--- config.mk ---
export PLATFORM = sky130hd
export DESIGN_NAME = add_pipe
export DESIGN_NICKNAME = d
export VERILOG_FILES = /design/src/rtl/add_pipe.sv
export SDC_FILE = /design/constraint.sdc
export NUM_CORES = 1
export LEC_CHECK = 0
export BUFFER_PORTS_ARGS = -buffer_cell sky130_fd_sc_hd__buf_2
export CAP_MARGIN = 20
export CELL_PAD_IN_SITES_DETAIL_PLACEMENT = 2
export CELL_PAD_IN_SITES_GLOBAL_PLACEMENT = 2
export CORE_ASPECT_RATIO = 0.7
export CORE_MARGIN = 2
export CORE_UTILIZATION = 34
export DETAILED_ROUTE_END_ITERATION = 8
export PLACE_DENSITY = 0.88
export SLEW_MARGIN = 20
export SYNTH_ARGS = -nofsm -noshare
export SYNTH_HDL_FRONTEND = slang
export SYNTH_SLANG_ARGS = --single-unit
--- constraint.sdc ---
create_clock -name clk -period 5.7 [get_ports clk]
set_clock_uncertainty 0.2 [all_clocks]
set_input_delay 0.57 -clock clk [delete_from_list [all_inputs] [get_ports clk]]
set_output_delay 0.57 -clock clk [all_outputs]
set_load 0.03 [all_outputs]
--- src/rtl/add_pipe.sv ---
// add_pipe: pipelined two's-complement adder/subtractor.
// One operand slice per stage; the carry ripples one stage per cycle.
module add_pipe #(
    parameter int WIDTH  = 16,
    parameter int STAGES = 2
) (
    input  logic             clk,
    input  logic             rst,
    input  logic             in_valid,
    output logic             in_ready,
    input  logic [WIDTH-1:0] a,
    input  logic [WIDTH-1:0] b,
    input  logic             cin,
    input  logic             op,
    output logic             out_valid,
    input  logic             out_ready,
    output logic [WIDTH-1:0] sum,
    output logic             cout,
    output logic             ovf
);

    localparam int SW = WIDTH / STAGES;
    localparam int L  = STAGES - 1;

    logic stall;

    for (genvar k = 0; k < STAGES; k++) begin : stg
        // operand bits still to be added on entry / after this stage
        localparam int IW = WIDTH - k * SW;
        localparam int OW = IW - SW;

        logic [IW-1:0]         ia;
        logic [IW-1:0]         ib;
        logic                  ic;
        logic                  iv;
        logic                  iam;
        logic                  ibm;
        logic [SW:0]           slc;
        logic [(k+1)*SW-1:0]   ns;
        logic [(k+1)*SW-1:0]   rs;
        logic                  rc;
        logic                  rv;
        logic                  ram;
        logic                  rbm;

        if (k == 0) begin : src
            assign ia  = a;
            assign ib  = op ? ~b : b;
            assign ic  = op | cin;
            assign iv  = in_valid;
            assign iam = a[WIDTH-1];
            assign ibm = ib[IW-1];
            assign ns  = slc[SW-1:0];
        end else begin : src
            assign ia  = stg[k-1].rem.ra;
            assign ib  = stg[k-1].rem.rb;
            assign ic  = stg[k-1].rc;
            assign iv  = stg[k-1].rv;
            assign iam = stg[k-1].ram;
            assign ibm = stg[k-1].rbm;
            assign ns  = {slc[SW-1:0], stg[k-1].rs};
        end

        assign slc = {1'b0, ia[SW-1:0]}
                   + {1'b0, ib[SW-1:0]}
                   + {{SW{1'b0}}, ic};

        // Slice result, carry and operand MSBs advance unless stalled
        always_ff @(posedge clk) begin
            if (rst) begin
                rv  <= 1'b0;
                rs  <= '0;
                rc  <= 1'b0;
                ram <= 1'b0;
                rbm <= 1'b0;
            end else if (!stall) begin
                rv <= iv;
                if (iv) begin
                    rs  <= ns;
                    rc  <= slc[SW];
                    ram <= iam;
                    rbm <= ibm;
                end
            end
        end

        if (OW > 0) begin : rem
            logic [OW-1:0] ra;
            logic [OW-1:0] rb;

            // Untouched upper operand slices travel with the partial sum
            always_ff @(posedge clk) begin
                if (rst) begin
                    ra <= '0;
                    rb <= '0;
                end else if (!stall && iv) begin
                    ra <= ia[IW-1:SW];
                    rb <= ib[IW-1:SW];
                end
            end
        end
    end

    assign stall     = stg[L].rv && !out_ready;
    assign in_ready  = !stall;
    assign out_valid = stg[L].rv;
    assign sum       = stg[L].rs;
    assign cout      = stg[L].rc;
    assign ovf       = (stg[L].ram == stg[L].rbm)
                    && (stg[L].rs[WIDTH-1] != stg[L].ram);

endmodule

==> results by group <==
Synth
  • Largest family of logic cells by synthesized area: compound AO/OA/AOI/OAI gates
  • Post-synthesis compound-gate area fraction: 0.237
  • Sequential share of the synthesized area: 0.361
  • Xor and xnor area share after synthesis: 0.0583
  • Mapped Nets: 362
  • Synth top area cells: dfxtp_1, nand2_1, ha_1
  • Fraction of registers with async set/reset: 0
  • Number of synthesis warnings: 0
  • Most common cell in the netlist: nand2_1
  • Commonest cells in the netlist: nand2_1, dfxtp_1, a21oi_1, nor2_1, ha_1
  • Simple-Gate Fraction of Synth Area: 0.195
  • Synth Instances: 306
  • Ys flop type: dfxtp_1
  • Post-Synth Adder-Cell Area: 0.100
  • Post-synth EDFFs: 0
  • Netlist Area Pre-Place: 2550 µm²
  • Mean Syn Cell Area: 8.35 µm²
  • Post-synthesis mux area share: 0
  • #FFs+latches synth: 46
  • Post-synthesis cell type count: 45
  • Leading area contributor after synthesis: dfxtp_1
  • Share of the synthesized area in the top cell type: 0.361

Timing
  • Hold Vio Cnt, Final: 0
  • Setup WS post-layout: 3.01 ns
  • Hold slack: 0.259 ns
  • Slew Limit Fails: 0
  • Worst Tran Pin Value: 0.958 ns
  • Max Fclk: 371 MHz
  • Max_slew headroom: 0.361
  • Fin Setup TNS: 0 ns
  • Setup violators final: 0
  • Unrepaired setup endpoints after global routing: no
  • Final Cycle Share: 0.473
  • Min Clock Period, post-route: 2.69 ns

Status
  • Status: finished clean

Routing
  • Final ANT Viol Nets: 0
  • Routed wire length: 7790 µm
  • DR vias: 2403
  • Vias per inst: 5.30
  • WL/cell: 17.2 µm
  • Drt drc: 0
  • Initial detailed-routing violation count: 65
  • Initial DRT Pass Iterations: 4

Worst hold path
  • Hold Startpoint: sum[1]
  • Hold Crit Depth: 2
  • End of the worst hold path: sum[1]
  • Worst min-delay path category: flop to flop

Clock network
  • Reg clk slew, reported paths: 0.08 ns
  • TritonCTS Buffers: 5
  • Clock tree buffer depth: 2
  • Cts repair resizes: 0
  • Setup bufs post-CTS: 0
  • Hold Buf Count CTS: 0
  • Clock Tree Root: clkbuf_8
  • CTS sink cnt: 46
  • Later-pin clock latency in the skew report: 0.30 ns
  • H-tree levels: 2
  • CTS tree: built

Worst setup path
  • WS Path Type: primary input to flop
  • Worst Path Buf+Inv: 2
  • Worst Setup Start Kind: primary input
  • Critical-path cell list: buf_2 > xor2_1 > fa_1 > inv_1 > fa_1 > nand2b_1 > a21oi_1 > a211oi_1 > o21a_1
  • Slowest-stage cell, CP: fa_1
  • WP data arrival: 2.69 ns
  • RR Startpoint: stg[0].rc
  • Nature of the critical path endpoint: flop
  • CP delay by family, top: adder cells
  • Slowest stage delay, CP: 0.41 ns
  • Most common cell on crit path: fa_1
  • Critical Path RT: 5.69 ns
  • Worst-case reg-to-reg path depth: 6
  • Reg2Reg Setup Slack: 3.07 ns
  • R2R Path End: sum[14]
  • CP Max Fanout: 17

Die
  • Starting density of the core: 0.350
  • Num rows: 26
  • Die height: 76.5 µm
  • Die width: 108 µm
  • Core area: 7290 µm²
  • Ports: 58
  • Die area: 8230 µm²

Global routing
  • Largest net degree at the start of global routing: 52
  • Vias in the first global route: 2497
  • Gr ovfl total: 0
  • First-pass GRT wire length: 12800 µm
  • Total track usage: 0.195
  • Initial antenna violation count: 0

Power
  • Combinational Power Share: 0.255
  • Leak pwr: 0.00125 µW
  • Cell Pwr Density: 257 nW/µm²
  • Switch share: 0.321
  • Tot Pwr: 762 µW
  • Max VDD drop: 0.0958 mV
  • Register share of total power: 0.474
  • Internal power: 517 µW
  • Psw: 245 µW
  • Clock power share: 0.271

Finish
  • Layout area overhead: 16.3%
  • Fraction of layout cells with a size suffix above 1: 0.206
  • Layout net count: 410
  • Fillers: 882
  • Finished Layout Cells: 453
  • Diodes inserted: 0

Placement
  • Placed insts: 445
  • GPL Wtd Cong: 0.806
  • DP Wirelength: 5830 µm
  • Post-place setup slack: 2.67 ns
  • Port bufs: 57

Job
  • Max-cap violations: 0
[worst max path at each step]
stage,start,endpoint,slack (ns),cells after the start
final,op,stg[0].rs[4],3.01,9
after global routing,op,stg[0].rs[4],2.78,9
after CTS,op,stg[0].rs[4],2.99,9
after detailed placement,op,stg[0].rs[4],2.67,9
after global placement,op,stg[0].rs[4],2.79,9
after floorplan,op,stg[0].rs[4],2.85,10
[final cells by class]
cell class | instances | area [µm²] | area share
Inverter | 8 | 32.5 | 0.0110
Timing Repair Buffer | 58 | 293 | 0.0986
Clock inverter | 1 | 5.00 | 0.00169
Multi-Input combinational cell | 235 | 1510 | 0.508
Tap cell | 98 | 123 | 0.0413
Clock buffer | 7 | 86.3 | 0.0291
Sequential cell | 46 | 921 | 0.310
[metal layers]
metal	wire [µm]	part of all wire	track usage
met5	0	0	0
met2	3360	0.43	0.286
met1	4030	0.52	0.299
met3	325	0.042	0.0291
met4	79	0.010	0.0423
[worst reg2reg max path, delay by kind of cell (launching register included)]
family | cells | cell delay, ns
AO/OA/AOI/OAI | 3 | 0.74
adder cells (fa/ha/maj) | 2 | 1.03
flip-flops | 1 | 0.34
AND/OR/NAND/NOR | 1 | 0.21
[power by group through the flow]
| stage | Clock (µW) | Sequential (µW) | Combinational (µW) |
|---|---|---|---|
| 2_1_floorplan | 0 | 374 | 123 |
| 3_3_place_gp | 0 | 367 | 183 |
| 3_5_place_dp | 0 | 369 | 193 |
| 4_1_cts | 213 | 361 | 195 |
| 5_1_grt | 228 | 364 | 217 |
| 6_report | 206 | 361 | 194 |
[layout by cell type, fill, tap and decap left out, types with 2 or more instances in the layout]
master and instances:
o21bai_1 3, a211oi_2 2, o21a_1 2, nor2_2 2, nand4_1 4, o21ai_0 12, inv_1 7, xnor2_1 9
nand2_1 54, nand2b_1 6, nor4_1 4, fa_1 4, a211oi_1 13, buf_2 57, o211ai_1 6, a21o_1 4
clkbuf_8 6, nor3_1 3, ha_1 14, nand3b_1 2, a31oi_1 3, nand3_1 6, dfxtp_1 46, a21oi_1 33
a211o_1 6, nor2_1 18, xor2_1 8, a2111o_1 2, or3_1 3
[through the flow]
step | util | area, µm²
CTS | 0.407 | 2970
finish | 0.407 | 2970
floorplan | - | 2550
detailed placement | 0.395 | 2880
global placement | 0.395 | 2880
global route | 0.407 | 2970
[registers in the layout (all words and copies together) (netlist names)]
register and cells:
stg.rc 1, stg.rv 1, cout 1, out_valid 1, stg.rbm 2, stg.rs 8, stg.rem.rb 7, sum 16
stg.ram 2, stg.rem.ra 7
[cells by family after synthesis]
kind of cell               Yosys count
AOI/OAI and AO/OA                   92
xor gates and xnor gates            17
adders and majority gates           18
buffers and inverters               25
DFF                                 46
and+or+nand+nor                    108
Power figures use the tool's default switching activity.
